**config.mk**
```make
export PLATFORM = sky130hd
export DESIGN_NAME = nano4k_flash_sequencer
export DESIGN_NICKNAME = d
export VERILOG_FILES = /design/src/rtl/nano4k_flash_sequencer.sv
export SDC_FILE = /design/constraint.sdc
export NUM_CORES = 1
export LEC_CHECK = 0
export CORE_UTILIZATION = 50
export DETAILED_ROUTE_END_ITERATION = 6
export GPL_TIMING_DRIVEN = 0
export PLACE_DENSITY_LB_ADDON = 0.12
export SLEW_MARGIN = 20
export SYNTH_ARGS = -nofsm -noshare
export SYNTH_HDL_FRONTEND = slang
export SYNTH_SLANG_ARGS = --single-unit
```
**constraint.sdc**
```tcl
create_clock -name interfaceClk -period 2.4 [get_ports interfaceClk]
set_clock_uncertainty 0.15 [all_clocks]
set_input_delay 0.36 -clock interfaceClk [delete_from_list [all_inputs] [get_ports interfaceClk]]
set_output_delay 0.36 -clock interfaceClk [all_outputs]
set_load 0.05 [all_outputs]
```
**src/rtl/nano4k_flash_sequencer.sv**
```systemverilog
// nano4k_flash_sequencer: power-up soft reset, then READ / PROGRAM / SECTOR_ERASE
// Ports: interfaceClk/reset; req_*/rsp_*/init_done user side; interfaceEnable_n/f*/strobes flash side.
module nano4k_flash_sequencer #(
  parameter int unsigned GAP_CYCLES      = 4,
  parameter int unsigned RST_WAIT_CYCLES = 300,
  parameter int unsigned XFER_TIMEOUT    = 1024,
  parameter int unsigned POLL_MAX        = 65535
) (
  input  logic        interfaceClk,
  input  logic        reset,
  input  logic        req_valid,
  input  logic [1:0]  req_op,
  input  logic [21:0] req_addr,
  input  logic [7:0]  req_wdata,
  output logic        req_ready,
  output logic        rsp_valid,
  output logic [7:0]  rsp_rdata,
  output logic        rsp_error,
  output logic        init_done,
  output logic        interfaceEnable_n,
  output logic [7:0]  fCommand,
  output logic [21:0] fAddress,
  output logic [7:0]  fData_WR,
  input  logic [7:0]  fData_RD,
  input  logic        RdDataValid,
  input  logic        WrDataReady
);

  localparam logic [7:0] OPC_RSTEN = 8'h66;
  localparam logic [7:0] OPC_RST   = 8'h99;
  localparam logic [7:0] OPC_WREN  = 8'h06;
  localparam logic [7:0] OPC_PP    = 8'h02;
  localparam logic [7:0] OPC_READ  = 8'h03;
  localparam logic [7:0] OPC_RDSR  = 8'h05;
  localparam logic [7:0] OPC_SE    = 8'h20;

  localparam logic [1:0] OP_READ = 2'b00;
  localparam logic [1:0] OP_PROG = 2'b01;
  localparam logic [1:0] OP_SE   = 2'b10;
  localparam logic [1:0] OP_ILL  = 2'b11;

  typedef enum logic [2:0] {
    S_INIT_RSTEN,
    S_INIT_RST,
    S_INIT_WAIT,
    S_IDLE,
    S_WREN,
    S_CMD,
    S_POLL,
    S_RESP
  } state_t;

  // Sub-phases of one flash transaction in any issuing state.
  typedef enum logic [1:0] {
    P_SETUP,
    P_ARM,
    P_XFER,
    P_GAP
  } phase_t;

  state_t      state_q, state_d;
  phase_t      phase_q, phase_d;
  logic [31:0] cnt_q, cnt_d;
  logic [31:0] poll_q, poll_d;
  logic        tmo_q, tmo_d;
  logic [1:0]  op_q, op_d;
  logic [21:0] addr_q, addr_d;
  logic [7:0]  wdata_q, wdata_d;
  logic [7:0]  rd_q, rd_d;
  logic        en_n_q, en_n_d;
  logic [7:0]  fcmd_q, fcmd_d;
  logic [21:0] faddr_q, faddr_d;
  logic [7:0]  fdata_q, fdata_d;
  logic [7:0]  rsp_rdata_q, rsp_rdata_d;
  logic        rsp_error_q, rsp_error_d;
  logic        init_done_q, init_done_d;

  logic [7:0]  cmd_sel;
  logic [21:0] addr_sel;
  logic [7:0]  data_sel;
  logic        rd_cmd;
  logic        strobe;
  logic        in_init;
  logic [31:0] cnt_inc;
  logic [31:0] poll_inc;

  // Read-type opcodes complete on RdDataValid, everything else on
  // WrDataReady; both at once still counts as one completion.
  assign rd_cmd = (fcmd_q == OPC_READ) || (fcmd_q == OPC_RDSR);
  assign strobe = rd_cmd ? RdDataValid : WrDataReady;

  always_comb begin
    cmd_sel  = OPC_RDSR;
    addr_sel = '0;
    data_sel = '0;
    unique case (state_q)
      S_INIT_RSTEN: cmd_sel = OPC_RSTEN;
      S_INIT_RST:   cmd_sel = OPC_RST;
      S_WREN:       cmd_sel = OPC_WREN;
      S_CMD: begin
        unique case (1'b1)
          op_q == OP_READ: begin
            cmd_sel  = OPC_READ;
            addr_sel = addr_q;
          end
          op_q == OP_PROG: begin
            cmd_sel  = OPC_PP;
            addr_sel = addr_q;
            data_sel = wdata_q;
          end
          default: begin
            cmd_sel  = OPC_SE;
            addr_sel = {addr_q[21:12], 12'h000};
          end
        endcase
      end
      default: cmd_sel = OPC_RDSR;
    endcase
  end

  always_comb begin
    state_d     = state_q;
    phase_d     = phase_q;
    cnt_d       = cnt_q;
    poll_d      = poll_q;
    tmo_d       = tmo_q;
    op_d        = op_q;
    addr_d      = addr_q;
    wdata_d     = wdata_q;
    rd_d        = rd_q;
    en_n_d      = en_n_q;
    fcmd_d      = fcmd_q;
    faddr_d     = faddr_q;
    fdata_d     = fdata_q;
    rsp_rdata_d = rsp_rdata_q;
    rsp_error_d = rsp_error_q;
    init_done_d = init_done_q;
    cnt_inc     = (cnt_q == '1) ? cnt_q : cnt_q + 32'd1;
    poll_inc    = (poll_q == '1) ? poll_q : poll_q + 32'd1;
    in_init     = (state_q == S_INIT_RSTEN) ||
                  (state_q == S_INIT_RST);

    unique case (state_q)
      S_INIT_WAIT: begin
        cnt_d = cnt_inc;
        if (cnt_q >= RST_WAIT_CYCLES - 1) begin
          state_d     = S_IDLE;
          init_done_d = 1'b1;
          cnt_d       = '0;
        end
      end

      S_IDLE: begin
        if (req_valid && req_ready) begin
          op_d    = req_op;
          addr_d  = req_addr;
          wdata_d = req_wdata;
          poll_d  = '0;
          tmo_d   = 1'b0;
          cnt_d   = '0;
          phase_d = P_SETUP;
          unique case (req_op)
            OP_READ: state_d = S_CMD;
            OP_PROG: state_d = S_WREN;
            OP_SE:   state_d = S_WREN;
            OP_ILL: begin
              state_d     = S_RESP;
              rsp_error_d = 1'b1;
              rsp_rdata_d = '0;
            end
          endcase
        end
      end

      S_RESP: state_d = S_IDLE;

      default: begin
        unique case (phase_q)
          P_SETUP: begin
            fcmd_d  = cmd_sel;
            faddr_d = addr_sel;
            fdata_d = data_sel;
            phase_d = P_ARM;
          end

          P_ARM: begin
            en_n_d  = 1'b0;
            cnt_d   = '0;
            phase_d = P_XFER;
          end

          P_XFER: begin
            cnt_d = cnt_inc;
            if (strobe || cnt_q >= XFER_TIMEOUT - 1) begin
              en_n_d = 1'b1;
              cnt_d  = '0;
              tmo_d  = !strobe;
              if (strobe && rd_cmd)
                rd_d = fData_RD;
              // The settle wait counts from the RST enable rise.
              if (strobe && state_q == S_INIT_RST)
                state_d = S_INIT_WAIT;
              else
                phase_d = P_GAP;
            end
          end

          P_GAP: begin
            cnt_d = cnt_inc;
            if (cnt_q >= GAP_CYCLES - 1) begin
              cnt_d   = '0;
              tmo_d   = 1'b0;
              phase_d = P_SETUP;
              if (tmo_q) begin
                if (in_init) begin
                  state_d = S_INIT_RSTEN;
                end else begin
                  state_d     = S_RESP;
                  rsp_error_d = 1'b1;
                  rsp_rdata_d = '0;
                end
              end else begin
                unique case (state_q)
                  S_INIT_RSTEN: state_d = S_INIT_RST;
                  S_INIT_RST:   state_d = S_INIT_WAIT;
                  S_WREN:       state_d = S_CMD;
                  S_CMD: begin
                    if (op_q == OP_READ) begin
                      state_d     = S_RESP;
                      rsp_error_d = 1'b0;
                      rsp_rdata_d = rd_q;
                    end else begin
                      state_d = S_POLL;
                    end
                  end
                  S_POLL: begin
                    if (!rd_q[0]) begin
                      state_d     = S_RESP;
                      rsp_error_d = 1'b0;
                      rsp_rdata_d = '0;
                    end else if (poll_q >= POLL_MAX - 1) begin
                      state_d     = S_RESP;
                      rsp_error_d = 1'b1;
                      rsp_rdata_d = '0;
                    end else begin
                      poll_d = poll_inc;
                    end
                  end
                  default: state_d = state_q;
                endcase
              end
            end
          end
        endcase
      end
    endcase
  end

  always_ff @(posedge interfaceClk or negedge reset) begin
    if (!reset) begin
      state_q     <= S_INIT_RSTEN;
      phase_q     <= P_SETUP;
      cnt_q       <= '0;
      poll_q      <= '0;
      tmo_q       <= 1'b0;
      op_q        <= '0;
      addr_q      <= '0;
      wdata_q     <= '0;
      rd_q        <= '0;
      en_n_q      <= 1'b1;
      fcmd_q      <= '0;
      faddr_q     <= '0;
      fdata_q     <= '0;
      rsp_rdata_q <= '0;
      rsp_error_q <= 1'b0;
      init_done_q <= 1'b0;
    end else begin
      state_q     <= state_d;
      phase_q     <= phase_d;
      cnt_q       <= cnt_d;
      poll_q      <= poll_d;
      tmo_q       <= tmo_d;
      op_q        <= op_d;
      addr_q      <= addr_d;
      wdata_q     <= wdata_d;
      rd_q        <= rd_d;
      en_n_q      <= en_n_d;
      fcmd_q      <= fcmd_d;
      faddr_q     <= faddr_d;
      fdata_q     <= fdata_d;
      rsp_rdata_q <= rsp_rdata_d;
      rsp_error_q <= rsp_error_d;
      init_done_q <= init_done_d;
    end
  end

  assign req_ready         = (state_q == S_IDLE) && init_done_q;
  assign rsp_valid         = (state_q == S_RESP);
  assign rsp_rdata         = rsp_rdata_q;
  assign rsp_error         = rsp_error_q;
  assign init_done         = init_done_q;
  assign interfaceEnable_n = en_n_q;
  assign fCommand          = fcmd_q;
  assign fAddress          = faddr_q;
  assign fData_WR          = fdata_q;

endmodule

```
==> results of run 1 <==
==> stage by stage <==
stage	setup TNS [ns]	hold slack, ns	instances
after floorplan	-0.00594	-0.0856	728
after global placement	-866.34	0.308	1003
after detailed placement	-43.83	0.212	1004
after CTS	-0.116	0.292	1052
after global routing	-5.17	0.296	1085
final	-1.78	0.302	1085
==> logic make-up after synthesis <==
family | share of synthesized area
AND/OR/NAND/NOR | 0.242
flip-flops | 0.551
AO/OA/AOI/OAI | 0.125
buffers and inverters | 0.0295
multiplexers | 0.0214
XOR/XNOR | 0.0160
adder cells (fa/ha/maj) | 0.0158
==> Yosys cell counts (all sizes together), types with 12 or more instances <==
cell type,instances,share of area
nand2,168,0.088
dfrtp,156,0.55
nor2,58,0.031
o21ai,35,0.025
a21oi,27,0.019
clkbuf,24,0.013
nand3,21,0.015
and2,17,0.015
and3,16,0.014
nor4,15,0.016
a22o,14,0.017
nand4,14,0.013
inv,13,0.0068
buf,12,0.010
==> worst min-delay path, stage by stage <==
cell and delay, ns:
clkdlybuf4s50_1 0.39, nand2_1 0.05, nand2_1 0.04
==> registers in the layout (all words and copies together) (netlist names), 3 cells and up <==
register and count:
cnt_q 32, poll_q 32, addr_q 22, fAddress 22, fData_WR 8, rd_q 8
rsp_rdata 8, wdata_q 8, fCommand 6, state_q 3
==> what timing repair did <==
item,CTS,global route
buffers inserted,18,30
gates cloned,0,5
pin swaps,10,28
hold buffers,1,0
gates resized for setup,60,120
endpoints found under the hold margin,69,0
setup endpoints to repair,121,140
==> power by group through the flow <==
stage                     clock [W]  sequential, W  combinational [W]
after CTS                   0.00284        0.00356            0.00432
after global placement            0        0.00358            0.00388
final                       0.00281        0.00357            0.00515
after global routing        0.00296        0.00363            0.00555
after floorplan                   0        0.00407            0.00222
after detailed placement          0        0.00361            0.00398
==> worst paths after layout <==
check	from	slack, ns	cells after the start	endpoint
max	cnt_q[25]$_DFFE_PN0P_	-0.15	9	cnt_q[27]$_DFFE_PN0P_
min	req_addr[12]	0.30	3	addr_q[12]$_DFFE_PN0P_
max reg2reg	cnt_q[25]$_DFFE_PN0P_	-0.15	9	cnt_q[27]$_DFFE_PN0P_
min reg2reg	addr_q[4]$_DFFE_PN0P_	0.33	2	addr_q[4]$_DFFE_PN0P_
max in group asynchronous	reset	0.94	3	fCommand[0]$_DFFE_PN0P_
min in group asynchronous	reset	0.34	2	rd_q[5]$_DFFE_PN0P_
==> final cells by class <==
cell class	count	area (µm²)	share of cell area
inverters	13	48.8	0.00488
multi-input cells	522	3530	0.353
flip-flops and latches	157	3940	0.394
well taps	180	225	0.0225
clock inverters	12	159	0.0159
repair buffers	150	1430	0.143
plain buffers	31	206	0.0207
clock buffers	20	457	0.0457
==> metal layers <==
metal	vias to the layer above	part of all wire
met3	26	0.051
li1	2877	-
met2	210	0.50
met4	0	0.018
met5	-	0
met1	3101	0.43
==> impl_metrics.ini, run 1 <==
[setup_path]
crit_path_end_kind = flop
cp.required_ns = 2.62
worst_ep_arrival_time_ns = 2.77
cp_top_family = simple AND/OR/NAND/NOR gates
worstSetupPathType = reg2reg
cp_cell_sequence = nor4_4, nand3b_1, buf_4, buf_6, nor4_4, nor2_1, o31a_2, buf_6, o21ba_4
start_kind = flop
worstPathMaxFanout = 8
slowest_delay_ns = 0.42
cpMaxStageDelayCell = dfrtp_1
cp.buffers_inverters = 3

[global_routing]
grt_use_total = 0.250
grtUsageMet2 = 0.401
grt_max_degree = 88
use_met3 = 0.0498
grt_pass1_vias = 5826
grt_pass1_wl_um = 28600
busiest_layer = met2
grt_use_met1 = 0.335
antenna_found_initial = 0
grt_overflow = 0

[logic_synthesis]
synth_cell_types = 67
synth_seq_area_share = 0.551
async_flop_share = 1.00
syn_nets = 782
synth_edf_count = 0
ys_ff_latch = 157
syn_area_mm2 = 0.00713
syn_area_per_cell_um2 = 9.80
synth_ff_type = dfrtp_1
yosys_warnings = 0
synthCells = 728

[timing]
tightest_slew_ns = 0.697
period_needed_ns = 2.55
rsz0062_at_grt = true
setup_violations = 42
slew_violations = 0
maxSlewHeadroom = 0.535
hold_violations = 0
period_share = 1.06
max_freq_mhz = 392
setup_ws_ns = -0.152

[place]
portBuffers = 95
gp_congestion = 0.887
place_ws_ns = -0.754
hpwl_um = 12000
postPlaceCellArea_mm2 = 0.00836

[final_layout]
diodes = 0
fill_cells = 977
utilization = 0.720
final_common_cell = nand2_1
drive_gt1_frac = 0.239
final_area_mm2 = 0.0100
final_net_count = 946
syn2layout_area_growth_pct = 40.1
final_cell_mix = nand2_1, dfrtp_1, clkdlybuf4s50_1

[clocking]
clk_latency_ns = 0.43
cts_tree = done
cts_buffers = 17
clock-root-buffer = clkbuf_16
clock-sinks = 157
h-tree-depth = 4
clock_path_buffers = 2
path_clk_slew_ns = 0.06

[die]
dieArea_mm2 = 0.0147
ios = 96
fp.dieW_um = 121
initial_core_util = 0.514
num_rows = 43
die_h_um = 121
core_region_area_mm2 = 0.0139

[power_and_ir_drop]
clockPowerShare = 0.244
ir_drop_v = 0.000836
p_sw_w = 0.00460
power_w = 0.0115
seq_power_share = 0.310
powerDensity_mw_per_mm2 = 1150
combPwrFrac = 0.446
cellLeakagePower_nw = 4.59
p_sw_frac = 0.399
p_int_w = 0.00693

[outcome]
outcome = complete, but fails checks
violations = setup timing

[route]
drt_iter0_drc = 484
vias = 6214
drt-pass1-iter-count = 5
drt-total-wl_um = 18800
viasPerCell = 5.73
drc = 0
wire_per_inst_um = 17.3
drtAntennaViolNets = 0

[hold_path]
min_path_type = in2reg

[flow_run]
drv_cap = 0
Power figures use the tool's default switching activity.
==> run 2, diff against run 1 <==
--- a/config.mk
+++ b/config.mk
@@ -8,6 +8,7 @@
 export CORE_UTILIZATION = 50
 export DETAILED_ROUTE_END_ITERATION = 6
 export GPL_TIMING_DRIVEN = 0
+export HOLD_SLACK_MARGIN = 0.06
 export PLACE_DENSITY_LB_ADDON = 0.12
 export SLEW_MARGIN = 20
 export SYNTH_ARGS = -nofsm -noshare
==> results of run 2 <==
The final DEF is identical to that of run 1; final timing and power are the same.
==> run 3, diff against run 2 <==
--- a/config.mk
+++ b/config.mk
@@ -5,6 +5,7 @@
 export SDC_FILE = /design/constraint.sdc
 export NUM_CORES = 1
 export LEC_CHECK = 0
+export CORE_ASPECT_RATIO = 0.6
 export CORE_UTILIZATION = 50
 export DETAILED_ROUTE_END_ITERATION = 6
 export GPL_TIMING_DRIVEN = 0
==> constraint.sdc (replaced) <==
create_clock -name interfaceClk -period 2.4 [get_ports interfaceClk]
set_clock_uncertainty 0.15 [all_clocks]
set_input_delay 0.6 -clock interfaceClk [delete_from_list [all_inputs] [get_ports interfaceClk]]
set_output_delay 0.6 -clock interfaceClk [all_outputs]
set_load 0.05 [all_outputs]
==> run 3 against run 2 <==
The flow still finishes with violations (setup timing); first-iteration DRC count increased by 23%; utilization increased by 0.34 points; global-route usage increased by 1.8 points; clock-buffer cell count decreased by 3; sequential power increased by 1%; worst hold slack improved by 0.027 ns; final area decreased by 0.18%; critical path depth unchanged; die area increased by 0.11%; via count increased by 1.0%; power increased by 0.36%; combinational power increased by 3%; critical endpoint is now cnt_q[6]$_DFFE_PN0P_; largest cell class unchanged; largest power group unchanged; highest routed layer unchanged.
==> impl_metrics.ini, run 3 (synthesis gave the netlist of run 1 again) <==
[die]
core_region_area_mm2 = 0.0138
fp.dieW_um = 156
dieArea_mm2 = 0.0148
initial_core_util = 0.517
die_h_um = 94.5
ios = 96
num_rows = 33

[setup_path]
reg2reg_to = cnt_q[6]$_DFFE_PN0P_
worst_ep_arrival_time_ns = 2.73
reg2reg_setup_slack_ns = -0.13
cp.required_ns = 2.60
worstSetupPathType = reg2reg
crit_path_end_kind = flop
worstPathMaxFanout = 7
rr_worst_depth = 9
timing.rr.start = cnt_q[13]$_DFFE_PN0P_
start_kind = flop

[hold_path]
min_path_cells = 2
min_path_type = reg2reg
hp-start = addr_q[10]$_DFFE_PN0P_
min_to = addr_q[10]$_DFFE_PN0P_

[timing]
setup_ws_ns = -0.131
tightest_slew_ns = 0.659
hold_violations = 0
rsz0062_at_grt = true
max_freq_mhz = 395
period_share = 1.05
maxSlewHeadroom = 0.560
period_needed_ns = 2.53
setup_violations = 34
slew_violations = 0

[global_routing]
grt_overflow = 0
grt_use_total = 0.268
grt_pass1_wl_um = 30200
antenna_found_initial = 0
grt_max_degree = 97
grt_pass1_vias = 5856

[flow_run]
drv_cap = 0

[power_and_ir_drop]
p_sw_frac = 0.419
powerDensity_mw_per_mm2 = 1160
seq_power_share = 0.313
p_sw_w = 0.00485
combPwrFrac = 0.457
p_int_w = 0.00672
ir_drop_v = 0.000701
clockPowerShare = 0.230
cellLeakagePower_nw = 4.63

[clocking]
h-tree-depth = 4
clock-sinks = 157
clock_path_buffers = 2
clk_latency_ns = 0.42
cts_buffers = 17
path_clk_slew_ns = 0.07
cts_tree = done
clock-root-buffer = clkbuf_16

[route]
drt-pass1-iter-count = 5
vias = 6278
drt_iter0_drc = 596
drtAntennaViolNets = 0
drt-total-wl_um = 20200
drc = 0
viasPerCell = 5.73
wire_per_inst_um = 18.5

[final_layout]
final_net_count = 944
finalNonFillerCells = 1095
diodes = 0
final_common_cell = nand2_1
syn2layout_area_growth_pct = 39.9
final_cell_mix = nand2_1, dfrtp_1, clkdlybuf4s50_1
final_area_mm2 = 0.00998
drive_gt1_frac = 0.231
top_regs = cnt_q: 32 flops, poll_q: 32 flops

[place]
portBuffers = 95
hpwl_um = 12900
gp_congestion = 0.906
dp.cells = 1016
postPlaceCellArea_mm2 = 0.00837

[outcome]
violations = setup timing
outcome = complete, but fails checks
-- run 3: cell types whose count changed in the layout (fill, tap and decap cells not counted), moves of 4 or more --
cell,change
nor2_4,+4
dlymetal6s2s_1,+6
dlygate4sd2_1,+6
nor2_1,+4
nor2_2,-8
o21ai_1,+8
clkdlybuf4s50_1,-12
o21ai_0,-7
-- run 3: worst max-delay path by stage --
stage,slack [ns],start,endpoint,cells after the start
global placement,-6.13,reset,fCommand[0]$_DFFE_PN0P_,1
detailed placement,-0.76,req_valid,addr_q[15]$_DFFE_PN0P_,8
global route,-0.24,cnt_q[16]$_DFFE_PN0P_,cnt_q[22]$_DFFE_PN0P_,9
finish,-0.13,cnt_q[13]$_DFFE_PN0P_,cnt_q[6]$_DFFE_PN0P_,9
floorplan,-0.006,fCommand[5]$_DFFE_PN0P_,phase_q[1]$_DFFE_PN0P_,6
CTS,-0.03,state_q[0]$_DFFE_PN0P_,poll_q[11]$_DFFE_PN0P_,8
-- run 3: final cells by class --
class | instances | area [µm²]
plain buffers | 30 | 238
well taps | 192 | 240
multi-input cells | 522 | 3530
repair buffers | 149 | 1400
flip-flops and latches | 157 | 3940
fillers | 962 | 3810
inverters | 13 | 48.8
clock inverters | 15 | 154
clock buffers | 17 | 425
-- run 3: per-layer routing --
layer,wire length (µm),GRT usage,up-vias
met1,9460,0.408,3097
met2,8860,0.386,291
li1,-,-,2867
met3,1690,0.0624,23
met5,0,0,-
met4,219,0.0629,0
-- run 3: per-stage QoR --
stage / utilization / setup TNS, ns / total power, W / hold WS [ns] / setup WS (ns)
final: 0.724 / -2.02 / 0.0116 / 0.329 / -0.131
after global routing: 0.724 / -9.41 / 0.0122 / 0.356 / -0.236
after CTS: 0.683 / -0.0476 / 0.0107 / 0.330 / -0.0272
after detailed placement: 0.607 / -56.75 / 0.00763 / 0.313 / -0.759
after global placement: 0.605 / -921.75 / 0.00749 / 0.308 / -6.13
after floorplan: - / -0.00594 / 0.00629 / 0.154 / -0.00594
-- run 3: critical path: stages (launching register included) --
cell and delay [ns]:
dfrtp_2 0.43, nor4_4 0.36, nand3b_1 0.17, buf_6 0.16, nor4_4 0.24, a31oi_1 0.09, o31a_1 0.39, buf_4 0.20
buf_6 0.14, nor2_1 0.11
-- run 3: what timing repair did --
item | 4_1_cts | 5_1_grt
gates resized for setup | 94 | 107
setup buffers | 23 | 24
hold buffers | 1 | 0
pin swaps | 15 | 35
gates cloned | 0 | 5
endpoints found under the hold margin | 60 | 0
endpoints found under the setup margin | 147 | 128
-- run 3: power groups by stage --
stage	sequential, W	combinational, W	clock (W)
after global routing	0.00368	0.00567	0.00281
after floorplan	0.00407	0.00222	0
after CTS	0.00358	0.00439	0.00269
final	0.00362	0.00529	0.00266
after global placement	0.00359	0.00390	0
after detailed placement	0.00363	0.00400	0
